[config.mk]
export PLATFORM = sky130hd
export DESIGN_NAME = or_arbiter
export DESIGN_NICKNAME = d
export VERILOG_FILES = /design/src/rtl/or_arbiter_pkg.sv /design/src/rtl/or_rr_pick.sv /design/src/rtl/or_arbiter.sv
export SDC_FILE = /design/constraint.sdc
export NUM_CORES = 1
export LEC_CHECK = 0
export ABC_AREA = 1
export CAP_MARGIN = 30
export CORE_MARGIN = 5
export CORE_UTILIZATION = 35
export CTS_CLUSTER_SIZE = 28
export DETAILED_ROUTE_END_ITERATION = 6
export GPL_TIMING_DRIVEN = 0
export PLACE_DENSITY_LB_ADDON = 0.05
export SYNTH_ARGS = -nofsm -noshare
export SYNTH_HDL_FRONTEND = slang
export SYNTH_HIERARCHICAL = 1
export SYNTH_SLANG_ARGS = --single-unit
[constraint.sdc]
create_clock -name CLK -period 4.1 [get_ports CLK]
set_input_delay 0.615 -clock CLK [delete_from_list [all_inputs] [get_ports CLK]]
set_output_delay 0.615 -clock CLK [all_outputs]
set_load 0.01 [all_outputs]
[src/rtl/or_arbiter_pkg.sv]
// Shared FSM state type and timing constants for the or_arbiter block.
package or_arbiter_pkg;

  typedef enum logic [1:0] {
    IDLE    = 2'd0,
    ISSUE   = 2'd1,
    COLLECT = 2'd2,
    RESP    = 2'd3
  } state_t;

  localparam int TIMEOUT_CYCLES = 16;

endpackage

[src/rtl/or_rr_pick.sv]
// Combinational round-robin picker: first set request strictly after last_grant, wrapping.
module or_rr_pick #(
  parameter int NREQ = 4
) (
  input  logic [NREQ-1:0]         i_req,
  input  logic [$clog2(NREQ)-1:0] i_last_grant,
  output logic [$clog2(NREQ)-1:0] o_grant,
  output logic                    o_any_req
);

  localparam int IDW = $clog2(NREQ);

  // Walk offsets from farthest to nearest so the nearest match is the one left standing.
  always_comb begin
    logic [IDW:0] w_idx;
    o_grant   = '0;
    o_any_req = 1'b0;
    w_idx     = '0;
    for (int k = NREQ; k >= 1; k--) begin
      w_idx = {1'b0, i_last_grant} + (IDW+1)'(k);
      if (w_idx >= (IDW+1)'(NREQ)) begin
        w_idx = w_idx - (IDW+1)'(NREQ);
      end
      if (i_req[w_idx[IDW-1:0]]) begin
        o_grant   = w_idx[IDW-1:0];
        o_any_req = 1'b1;
      end
    end
  end

endmodule

[src/rtl/or_arbiter.sv]
// Round-robin arbiter sharing one external OR unit among NREQ requesters, one transaction in flight.
// Optional macro OR_ARBITER_TIMEOUT_EN adds an ISSUE/COLLECT watchdog that answers with rsp_err=1.
module or_arbiter #(
  parameter int NREQ  = 4,
  parameter int WIDTH = 1
) (
  input  logic                     CLK,
  input  logic                     RST,
  input  logic [NREQ*WIDTH-1:0]    req_a,
  input  logic [NREQ*WIDTH-1:0]    req_b,
  input  logic [NREQ-1:0]          req_en,
  output logic [NREQ-1:0]          req_rdy,
  output logic [WIDTH-1:0]         rsp_data,
  output logic [$clog2(NREQ)-1:0]  rsp_id,
  output logic                     rsp_err,
  output logic                     rsp_rdy,
  input  logic                     rsp_en,
  output logic [WIDTH-1:0]         or_a_data,
  output logic [WIDTH-1:0]         or_b_data,
  output logic                     or_a_en,
  output logic                     or_b_en,
  output logic                     or_y_en,
  input  logic                     or_a_rdy,
  input  logic                     or_b_rdy,
  input  logic                     or_y_rdy,
  input  logic [WIDTH-1:0]         or_y_data
);

  import or_arbiter_pkg::*;

  localparam int IDW = $clog2(NREQ);

  state_t           r_state;
  logic [IDW-1:0]   r_last_grant;
  logic [IDW-1:0]   r_id;
  logic [WIDTH-1:0] r_a;
  logic [WIDTH-1:0] r_b;
  logic [WIDTH-1:0] r_result;
  logic             r_rst_q;

  logic             w_quiet;
  logic             w_any;
  logic [IDW-1:0]   w_pick;
  logic             w_grant;
  logic             w_issue;
  logic             w_collect;
  logic             w_timeout;
  logic [WIDTH-1:0] w_a_arr [NREQ];
  logic [WIDTH-1:0] w_b_arr [NREQ];

  or_rr_pick #(.NREQ(NREQ)) u_pick (
    .i_req        (req_en),
    .i_last_grant (r_last_grant),
    .o_grant      (w_pick),
    .o_any_req    (w_any)
  );

  generate
    for (genvar gi = 0; gi < NREQ; gi++) begin : g_slice
      assign w_a_arr[gi] = req_a[gi*WIDTH +: WIDTH];
      assign w_b_arr[gi] = req_b[gi*WIDTH +: WIDTH];
      assign req_rdy[gi] = w_grant && (w_pick == IDW'(gi));
    end
  endgenerate

  // All handshake outputs stay low during reset and for the first cycle after it.
  assign w_quiet   = RST | r_rst_q;
  assign w_grant   = (r_state == IDLE) && w_any && !w_quiet;
  assign w_issue   = (r_state == ISSUE) && or_a_rdy && or_b_rdy && !w_timeout && !w_quiet;
  assign w_collect = (r_state == COLLECT) && or_y_rdy && !w_timeout && !w_quiet;

  assign or_a_data = r_a;
  assign or_b_data = r_b;
  assign or_a_en   = w_issue;
  assign or_b_en   = w_issue;
  assign or_y_en   = w_collect;
  assign rsp_rdy   = (r_state == RESP) && !w_quiet;
  assign rsp_data  = r_result;
  assign rsp_id    = r_id;

`ifdef OR_ARBITER_TIMEOUT_EN
  logic [4:0] r_tmo_cnt;
  logic       r_err;

  assign w_timeout = ((r_state == ISSUE) || (r_state == COLLECT)) &&
                     (r_tmo_cnt == 5'(TIMEOUT_CYCLES - 1));
  assign rsp_err   = r_err;

  always_ff @(posedge CLK) begin
    if (RST) begin
      r_tmo_cnt <= '0;
      r_err     <= 1'b0;
    end else begin
      if (w_grant) begin
        r_tmo_cnt <= '0;
        r_err     <= 1'b0;
      end else if ((r_state == ISSUE) || (r_state == COLLECT)) begin
        r_tmo_cnt <= r_tmo_cnt + 5'd1;
      end
      if (w_timeout) begin
        r_err <= 1'b1;
      end
    end
  end
`else
  assign w_timeout = 1'b0;
  assign rsp_err   = 1'b0;
`endif

  always_ff @(posedge CLK) begin
    r_rst_q <= RST;
  end

  always_ff @(posedge CLK) begin
    if (RST) begin
      r_state      <= IDLE;
      r_last_grant <= IDW'(NREQ - 1);
      r_id         <= '0;
      r_a          <= '0;
      r_b          <= '0;
      r_result     <= '0;
    end else begin
      case (r_state)
        IDLE: begin
          if (w_grant) begin
            r_a     <= w_a_arr[w_pick];
            r_b     <= w_b_arr[w_pick];
            r_id    <= w_pick;
            r_state <= ISSUE;
          end
        end
        ISSUE: begin
          if (w_timeout) begin
            r_result <= '0;
            r_state  <= RESP;
          end else if (w_issue) begin
            r_state <= COLLECT;
          end
        end
        COLLECT: begin
          if (w_timeout) begin
            r_result <= '0;
            r_state  <= RESP;
          end else if (w_collect) begin
            r_result <= or_y_data;
            r_state  <= RESP;
          end
        end
        RESP: begin
          if (rsp_en) begin
            r_last_grant <= r_id;
            r_state      <= IDLE;
          end
        end
        default: r_state <= IDLE;
      endcase
    end
  end

endmodule

==> results.json, run 1 <==
{
  "start_kind": "primary input",
  "crit_buf_inv": 4,
  "hp-start": "rsp_id[0]",
  "grt_pass1_vias": 884,
  "drt-initial-drc-count": 17,
  "dp_hpwl_mm": 1.67,
  "dieWidth_um": 60.0,
  "finalClockSkew_ps": 5.03,
  "wire_per_inst_um": 9.57,
  "crit_arrival_ps": 2560,
  "cp-end-kind": "primary output",
  "wirelength_mm": 2.00,
  "power_density_nw_per_um2": 328,
  "crit_fanout": 9,
  "initial_utilization_pct": 36.0,
  "cts_tree": "yes",
  "min_period_ps": 3170,
  "fin_crit_sh_pct": 77.4,
  "synth.area.top_cells": "dfxtp_1 23%, nand2_1 20%, nand3_1 8.6%, nor2_1 8.2%, inv_1 7.3%",
  "syn_to_final_growth_pct": 42.3,
  "final_layout_size_suffix_gt1_share_pct": 13.4,
  "cts_inserted_buffers": 3,
  "setup_viol": 0,
  "coreArea_um2": 2430,
  "register_area_um2": 200,
  "synth-seq-cells": 10,
  "grt_max_degree": 10,
  "clock-sinks": 10,
  "multiInputGateArea_um2": 559,
  "ys_seq_area_share_pct": 22.9,
  "cts_root_buf": "clkbuf_4",
  "place_ws_ps": 908,
  "fmax_mhz": 315,
  "timing_worst_setup_path_type": "primary input to primary output",
  "fin_setup_tns_ps": 0,
  "syn_nets": 169,
  "slew_violations": 0,
  "portBuffers": 31,
  "dieArea_um2": 3600,
  "cpLargestDelayFamily": "buffers and inverters",
  "outcome": "finished, final reports clean",
  "slowest_stage": "clkdlybuf4s50_1",
  "path_cells": "clkdlybuf4s50_1 > inv_1 > o21ai_2 > nand2_1 > nand2_1 > nand2_1 > nand2_1 > nand2_1 > nand2_1 > buf_2 > nand2_1 > nor2_1 > clkdlybuf4s50_1",
  "cts_resized": 0,
  "dieHeight_um": 60.0,
  "drv_cap": 0,
  "timing.rr.start": "r_last_grant[0]",
  "leakagePower_nw": 0.615,
  "fillers": 263,
  "ios": 33,
  "syn-cell-area_um2": 875,
  "slowest_delay_ps": 550,
  "syn_avg_cell_area_um2": 6.03,
  "hold_violations": 0,
  "utilization_pct": 51.2,
  "cts_buffer_depth": 2,
  "hold_path_class": "flip-flop to flip-flop",
  "gp_congestion": 0.763,
  "drtPass1Iterations": 4,
  "synthCells": 145,
  "grt_first_pass_wirelength_mm": 3.42,
  "h-tree-depth": 1,
  "cp.required_ps": 3480,
  "synth.distinct_cells": 26,
  "timing.final.ws_setup_ps": 927,
  "cp-startpoint": "req_en[1]",
  "row_count": 18,
  "ctsHoldBuffers": 0,
  "layout.nets": 205,
  "overflow": 0,
  "drc": 0,
  "synth_top_area_share_pct": 22.9,
  "clk_latency_ps": 260,
  "postCtsSetupBuffers": 0,
  "antenna_found_initial": 0,
  "grt.total_usage_pct": 12.0,
  "ys_warn_count": 6,
  "vias_per_cell": 4.52,
  "total_power_mw": 0.408,
  "synth_top_area_cell": "dfxtp_1",
  "ant_nets": 0,
  "n_antenna_cell": 0,
  "vdd_drop_max_mv": 0.219,
  "clk_pin_slew_ps": 60,
  "vias": 944,
  "cpMostUsedCell": "nand2_1",
  "whs_ps": 485,
  "rsz0062_at_grt": "no"
}
## Yosys cell counts (all sizes together)
master	count
nand2	51
and2	1
a21oi	2
o21bai	1
nand3	16
a21boi	2
buf	5
inv	19
ha	5
nor2	24
nor3	1
o21ai	5
dfxtp	10
conb	1
nand4	2
## tightest hold or removal path: cells and delay by family (launching register included)
family | cells | cell delay, ps
flops | 1 | 320
simple gates | 2 | 110
## sequential cells by signal, indices dropped and copies added, names as in the netlist
| register | count |
|---|---|
| or_b_data | 1 |
| r_last_grant | 2 |
| r_rst_q | 1 |
| or_a_data | 1 |
| r_state | 2 |
| rsp_data | 1 |
| rsp_id | 2 |
## worst paths after layout
kind / end / slack, ps / cells past startpoint
worst min register to register: r_last_grant[0] / 480 / 2
worst max-delay path: req_rdy[1] / 930 / 13
worst max register to register: or_b_data / 2410 / 15
worst min-delay path: r_last_grant[0] / 480 / 2
## cell usage in the layout, fill, tap and decap left out
master	n
o21ai_1	1
a21boi_0	2
o21ai_2	1
clkdlybuf4s50_1	31
a21oi_1	2
buf_6	1
inv_2	1
nand2_1	46
buf_2	2
nand3_2	1
and2_4	1
buf_4	2
conb_1	1
nor2_4	1
nand3_1	15
clkbuf_4	3
o21bai_2	1
inv_1	17
nor2_1	19
dfxtp_1	10
nand2_4	1
nor3_1	1
o21ai_0	3
nor2_2	4
nand2_2	4
nand4_1	2
ha_1	5
inv_8	1
## metal layers
layer / up-vias / global-route usage [%] / share of wire [%]
met5: - / 0 / 0
li1: 514 / - / -
met4: 0 / 0.949 / 0
met3: 0 / 3.67 / 7.9
met2: 32 / 21.0 / 44
met1: 398 / 15.0 / 48
## layout make-up
| cell class | instances | area share [%] |
|---|---|---|
| multi-input combinational | 111 | 44.9 |
| timing repair buffer | 31 | 24.9 |
| sequential | 10 | 16.1 |
| inverter | 19 | 6.33 |
| tap | 30 | 3.02 |
| buffer | 5 | 2.91 |
| clock buffer | 3 | 1.81 |
## power breakdown
part	internal, mW	total [mW]	switching (mW)
registers	0.112	0.123	0.0118
logic	0.101	0.221	0.120
clock network	0.0337	0.0638	0.0300
total	0.246	0.408	0.162
## through the flow
stage | instances | cell area (um2)
global route | 209 | 1240
global placement | 206 | 1220
finish | 209 | 1240
floorplan | 145 | 875
CTS | 209 | 1240
detailed placement | 206 | 1220
## kinds of logic after synthesis
logic type	count (synthesis)	share of synthesized area [%]
DFF	10	22.9
AOI/OAI and AO/OA	10	7.44
buffers and inverters	24	13.2
other	1	0.429
adders and majority gates	5	7.15
and+or+nand+nor	95	48.9
Power figures use the tool's default switching activity.
==> run 2: changes to the inputs <==
Clock period 4.1 ns to 2.7 ns, I/O delays scaled along.
==> run 2 against run 1 <==
Clock power increased by 52%. Register-to-register slack lost 1400 ps. Critical path depth down 1. Worst setup slack lost 700 ps. Utilization up 0.10 points. Total power is 52% higher. Combinational power is 53% higher. Via count is 0.21% higher. Sequential power grew 52%. Hold slack is essentially flat. Global-route usage about the same. Sequential cell count is the same. Critical path type unchanged. Largest power group unchanged.
==> results.json, run 2 (synthesis gave the netlist of run 1 again) <==
{
  "outcome": "finished, final reports clean",
  "clock-sinks": 10,
  "layout.nets": 205,
  "layout_commonest_cell": "nand2_1",
  "reg2reg_depth": 14,
  "grt_max_degree": 10,
  "crit_end": "req_rdy[1]",
  "h-tree-depth": 1,
  "ant_nets": 0,
  "ctsHoldBuffers": 0,
  "grt.total_usage_pct": 12.1,
  "postCtsSetupBuffers": 0,
  "postPlaceCellArea_um2": 1220,
  "dieWidth_um": 60.0,
  "clk_latency_ps": 260,
  "grt_pass1_vias": 885,
  "rsz0062_at_grt": "no",
  "clk_pin_slew_ps": 60,
  "portBuffers": 31,
  "wire_per_inst_um": 9.58,
  "vias_per_cell": 4.53,
  "cp.required_ps": 2300,
  "p_switching_mw": 0.250,
  "cts_root_buf": "clkbuf_4",
  "fillers": 263,
  "final_layout_size_suffix_gt1_share_pct": 14.0,
  "r2r_slack_ps": 1010,
  "cts_tree": "yes",
  "fmax_mhz": 404,
  "seqPwrFrac_pct": 30.1,
  "drv_cap": 0,
  "reg2reg_to": "or_b_data",
  "syn_to_final_growth_pct": 42.6,
  "coreArea_um2": 2430,
  "dieHeight_um": 60.0,
  "dp_hpwl_mm": 1.67,
  "dieArea_um2": 3600,
  "final_cell_mix": "46 x nand2_1, 27 x clkdlybuf4s50_1, 19 x nor2_1",
  "initial_utilization_pct": 36.0,
  "drc": 0,
  "fin_setup_tns_ps": 0,
  "n_antenna_cell": 0,
  "fin_crit_sh_pct": 91.7,
  "cp-end-kind": "primary output",
  "power_density_nw_per_um2": 499,
  "grt_first_pass_wirelength_mm": 3.43,
  "cts_buffer_depth": 2,
  "row_count": 18,
  "drt-initial-drc-count": 15,
  "setup_viol": 0,
  "gp_congestion": 0.763,
  "ios": 33,
  "crit_fanout": 9,
  "drtPass1Iterations": 4,
  "timing_worst_setup_path_type": "primary input to primary output",
  "hp-start": "rsp_id[0]",
  "crit_arrival_ps": 2070,
  "design_area_um2": 1250,
  "p_int_mw": 0.372,
  "p_clk_share_pct": 15.6,
  "start_kind": "primary input",
  "hold_violations": 0,
  "slew_violations": 0,
  "leakagePower_nw": 0.632,
  "finalClockSkew_ps": 4.78,
  "overflow": 0,
  "hold_path_class": "flip-flop to flip-flop",
  "p_comb_share_pct": 54.3,
  "netSwitchingFraction_pct": 40.2,
  "vias": 946,
  "wirelength_mm": 2.00,
  "cts_inserted_buffers": 3,
  "min_period_ps": 2480,
  "vdd_drop_max_mv": 0.334,
  "cp-startpoint": "req_en[3]",
  "timing.rr.start": "r_last_grant[0]",
  "cts_resized": 6,
  "utilization_pct": 51.3,
  "antenna_found_initial": 0
}
==> run 2: cell types whose count changed in the layout (fill, tap and decap cells not counted), sizes merged <==
cell | previous run | this run
clkdlybuf4s50 | 31 | 27
dlygate4sd2 | 0 | 4
==> run 2: power groups by stage <==
stage,clock network (mW),logic [mW],registers [mW]
3_3_place_gp,0,0.332,0.190
2_1_floorplan,0,0.236,0.191
6_report,0.0970,0.338,0.187
4_1_cts,0.102,0.342,0.187
3_5_place_dp,0,0.338,0.191
5_1_grt,0.110,0.392,0.190
==> run 2: cell type report <==
| class | count | area [um2] | area share (%) |
|---|---|---|---|
| Inverter | 19 | 78.8 | 6.32 |
| Clock buffer | 3 | 22.5 | 1.81 |
| Timing Repair Buffer | 31 | 305 | 24.5 |
| Buffer | 5 | 36.3 | 2.91 |
| Multi-Input combinational cell | 111 | 567 | 45.4 |
| Tap cell | 30 | 37.5 | 3.01 |
| Sequential cell | 10 | 200 | 16.0 |
==> run 2: worst min path at each step <==
stage / endpoint / cells after the start / slack, ps
after floorplan: r_rst_q / 0 / 430
after global placement: rsp_data / 2 / 480
after detailed placement: r_last_grant[0] / 2 / 480
after CTS: r_last_grant[0] / 2 / 490
after global routing: rsp_id[1] / 2 / 520
final: r_last_grant[0] / 2 / 480
==> run 2: critical path: stages <==
cell             delay (ps)
clkdlybuf4s50_1         490
inv_1                    40
nand2_1                  60
nand2_1                  70
and2_4                  140
nor2_2                   70
nand3_1                  80
nand2_1                  60
buf_2                   180
nand2_1                  90
nor2_1                  100
dlygate4sd2_1           280
==> run 2: through the flow <==
step / total power [mW] / setup WS [ps] / instances / hold WS (ps)
final: 0.622 / 223 / 209 / 485
after global routing: 0.693 / 19.2 / 209 / 522
after CTS: 0.632 / 205 / 209 / 489
after detailed placement: 0.528 / -72.0 / 206 / 477
after global placement: 0.522 / -73.3 / 206 / 478
after floorplan: 0.427 / 925 / 145 / 433
==> run 2: routing by layer <==
layer	vias to the layer above	part of all wire (%)	global-route usage (%)	wire length, um
met5	-	0	0	0
met4	0	0	0.949	0
met3	0	7.7	3.67	155
met2	32	44	21.0	871
met1	398	49	15.1	975
li1	516	-	-	-
==> run 3: changes to the inputs <==
Settings changed: CORE_MARGIN 5 to 2.
==> run 3 against run 2 <==
Combinational power fell by 2%. Worst setup slack lost 23 ps. Non-clock buffer count is the same. First-iteration DRC count up 33%. Hold slack better by 3.6 ps. Utilization shrank 0.31 points. Cell count did not move. Critical path depth unchanged. Sequential share of layout area is 0.097 points higher. Register-to-register slack worse by 20 ps. Critical path type unchanged.
==> results.json, run 3 (synthesis gave the netlist of run 1 again) <==
{
  "p_clk_share_pct": 15.7,
  "vias_per_cell": 4.54,
  "slowest_stage": "clkdlybuf4s50_1",
  "dp_hpwl_mm": 1.57,
  "dieHeight_um": 54.0,
  "portBuffers": 31,
  "reg2reg_depth": 14,
  "grt_first_pass_wirelength_mm": 3.18,
  "cp-end-kind": "primary output",
  "clk_latency_ps": 250,
  "timing.final.ws_setup_ps": 200,
  "dieArea_um2": 2910,
  "fmax_mhz": 400,
  "crit_end": "req_rdy[1]",
  "vias": 949,
  "timing_worst_setup_path_type": "primary input to primary output",
  "wirelength_mm": 1.85,
  "cpLargestDelayFamily": "buffers and inverters",
  "start_kind": "primary input",
  "leakagePower_nw": 0.631,
  "cpMostUsedCell": "nand2_1",
  "cp-startpoint": "req_en[3]",
  "p_int_mw": 0.371,
  "layout.nets": 205,
  "total_power_mw": 0.615,
  "crit_buf_inv": 4,
  "n_antenna_cell": 0,
  "overflow": 0,
  "path_cells": "clkdlybuf4s50_1 > inv_1 > nand2_1 > nand2_1 > and2_4 > nor2_2 > nand3_1 > nand2_1 > buf_2 > nand2_1 > nor2_1 > dlygate4sd2_1",
  "p_comb_share_pct": 53.8,
  "row_count": 18,
  "cts_inserted_buffers": 3,
  "grt_max_degree": 10,
  "final_cell_mix": "46 x nand2_1, 27 x clkdlybuf4s50_1, 19 x nor2_1",
  "whs_ps": 489,
  "setup_viol": 0,
  "fin_setup_tns_ps": 0,
  "ctsHoldBuffers": 0,
  "clock-sinks": 10,
  "layout_commonest_cell": "nand2_1",
  "clk_pin_slew_ps": 60,
  "drv_cap": 0,
  "dieWidth_um": 54.0,
  "slew_violations": 0,
  "power_density_nw_per_um2": 496,
  "path_depth": 12,
  "crit_fanout": 9,
  "crit_arrival_ps": 2100,
  "drt-initial-drc-count": 20,
  "grt_pass1_vias": 834,
  "min_period_ps": 2500,
  "hold_path_class": "flip-flop to flip-flop",
  "antenna_found_initial": 0,
  "ios": 33,
  "fillers": 260,
  "ant_nets": 0,
  "place_ws_ps": -80.0,
  "vdd_drop_max_mv": 0.380,
  "r2r_slack_ps": 990,
  "cts_tree": "yes",
  "drc": 0,
  "gp_congestion": 0.769,
  "rsz0062_at_grt": "no",
  "cts_buffer_depth": 2,
  "syn_to_final_growth_pct": 41.8,
  "reg2reg_to": "or_b_data",
  "final_layout_size_suffix_gt1_share_pct": 14.0,
  "h-tree-depth": 1,
  "initial_utilization_pct": 36.0,
  "p_switching_mw": 0.244,
  "drtPass1Iterations": 4,
  "fin_crit_sh_pct": 92.6,
  "outcome": "finished, final reports clean",
  "seqPwrFrac_pct": 30.5,
  "slowest_delay_ps": 490,
  "wire_per_inst_um": 8.86,
  "timing.rr.start": "r_last_grant[0]",
  "finalClockSkew_ps": 3.04,
  "netSwitchingFraction_pct": 39.7,
  "grt.total_usage_pct": 14.3,
  "hold_violations": 0,
  "cts_root_buf": "clkbuf_4",
  "coreArea_um2": 2430,
  "cp.required_ps": 2300
}
## run 3: power by group through the flow
| stage | registers, mW | logic [mW] | clock network, mW |
|---|---|---|---|
| CTS | 0.188 | 0.335 | 0.101 |
| global placement | 0.190 | 0.331 | 0 |
| detailed placement | 0.191 | 0.336 | 0 |
| floorplan | 0.191 | 0.236 | 0 |
| finish | 0.188 | 0.331 | 0.0963 |
| global route | 0.190 | 0.378 | 0.107 |
## run 3: worst min path at each step
stage	start	to	cells after the start
finish	rsp_id[0]	r_last_grant[0]	2
detailed placement	rsp_id[0]	r_last_grant[0]	2
global route	rsp_id[0]	r_last_grant[0]	2
global placement	rsp_data	rsp_data	2
CTS	rsp_id[0]	r_last_grant[0]	2
floorplan	RST	r_rst_q	0
## run 3: layout make-up
cell class,instances,area (um2),area share (%)
multi-input combinational,111,559,45.1
inverter,19,78.8,6.36
clock buffer,3,22.5,1.82
sequential,10,200,16.1
timing repair buffer,31,305,24.6
buffer,5,36.3,2.93
tap,30,37.5,3.03
## run 3: worst min-delay path, cell delays in order, from the launching register on
cell and delay, ps:
dfxtp_1 320, nand2_1 60, nand3_1 50
## run 3: layer usage
metal / GRT usage, % / vias to the layer above / share of wire (%)
li1: - / 519 / -
met1: 18.1 / 405 / 47
met2: 24.4 / 25 / 45
met3: 4.72 / 0 / 8.0
met4: 1.25 / 0 / 0
met5: 0 / - / 0
## run 3: repair_timing
item | CTS | global route
endpoints found under the setup margin | 4 | 0
resized for setup | 5 | 0
buffers inserted | 0 | 0
## run 3: through the flow
step | utilization (%) | std cells | instance area (um2)
finish | 51.0 | 209 | 1240
global route | 51.0 | 209 | 1240
CTS | 51.0 | 209 | 1240
detailed placement | 50.3 | 206 | 1220
global placement | 50.3 | 206 | 1220
floorplan | - | 145 | 875
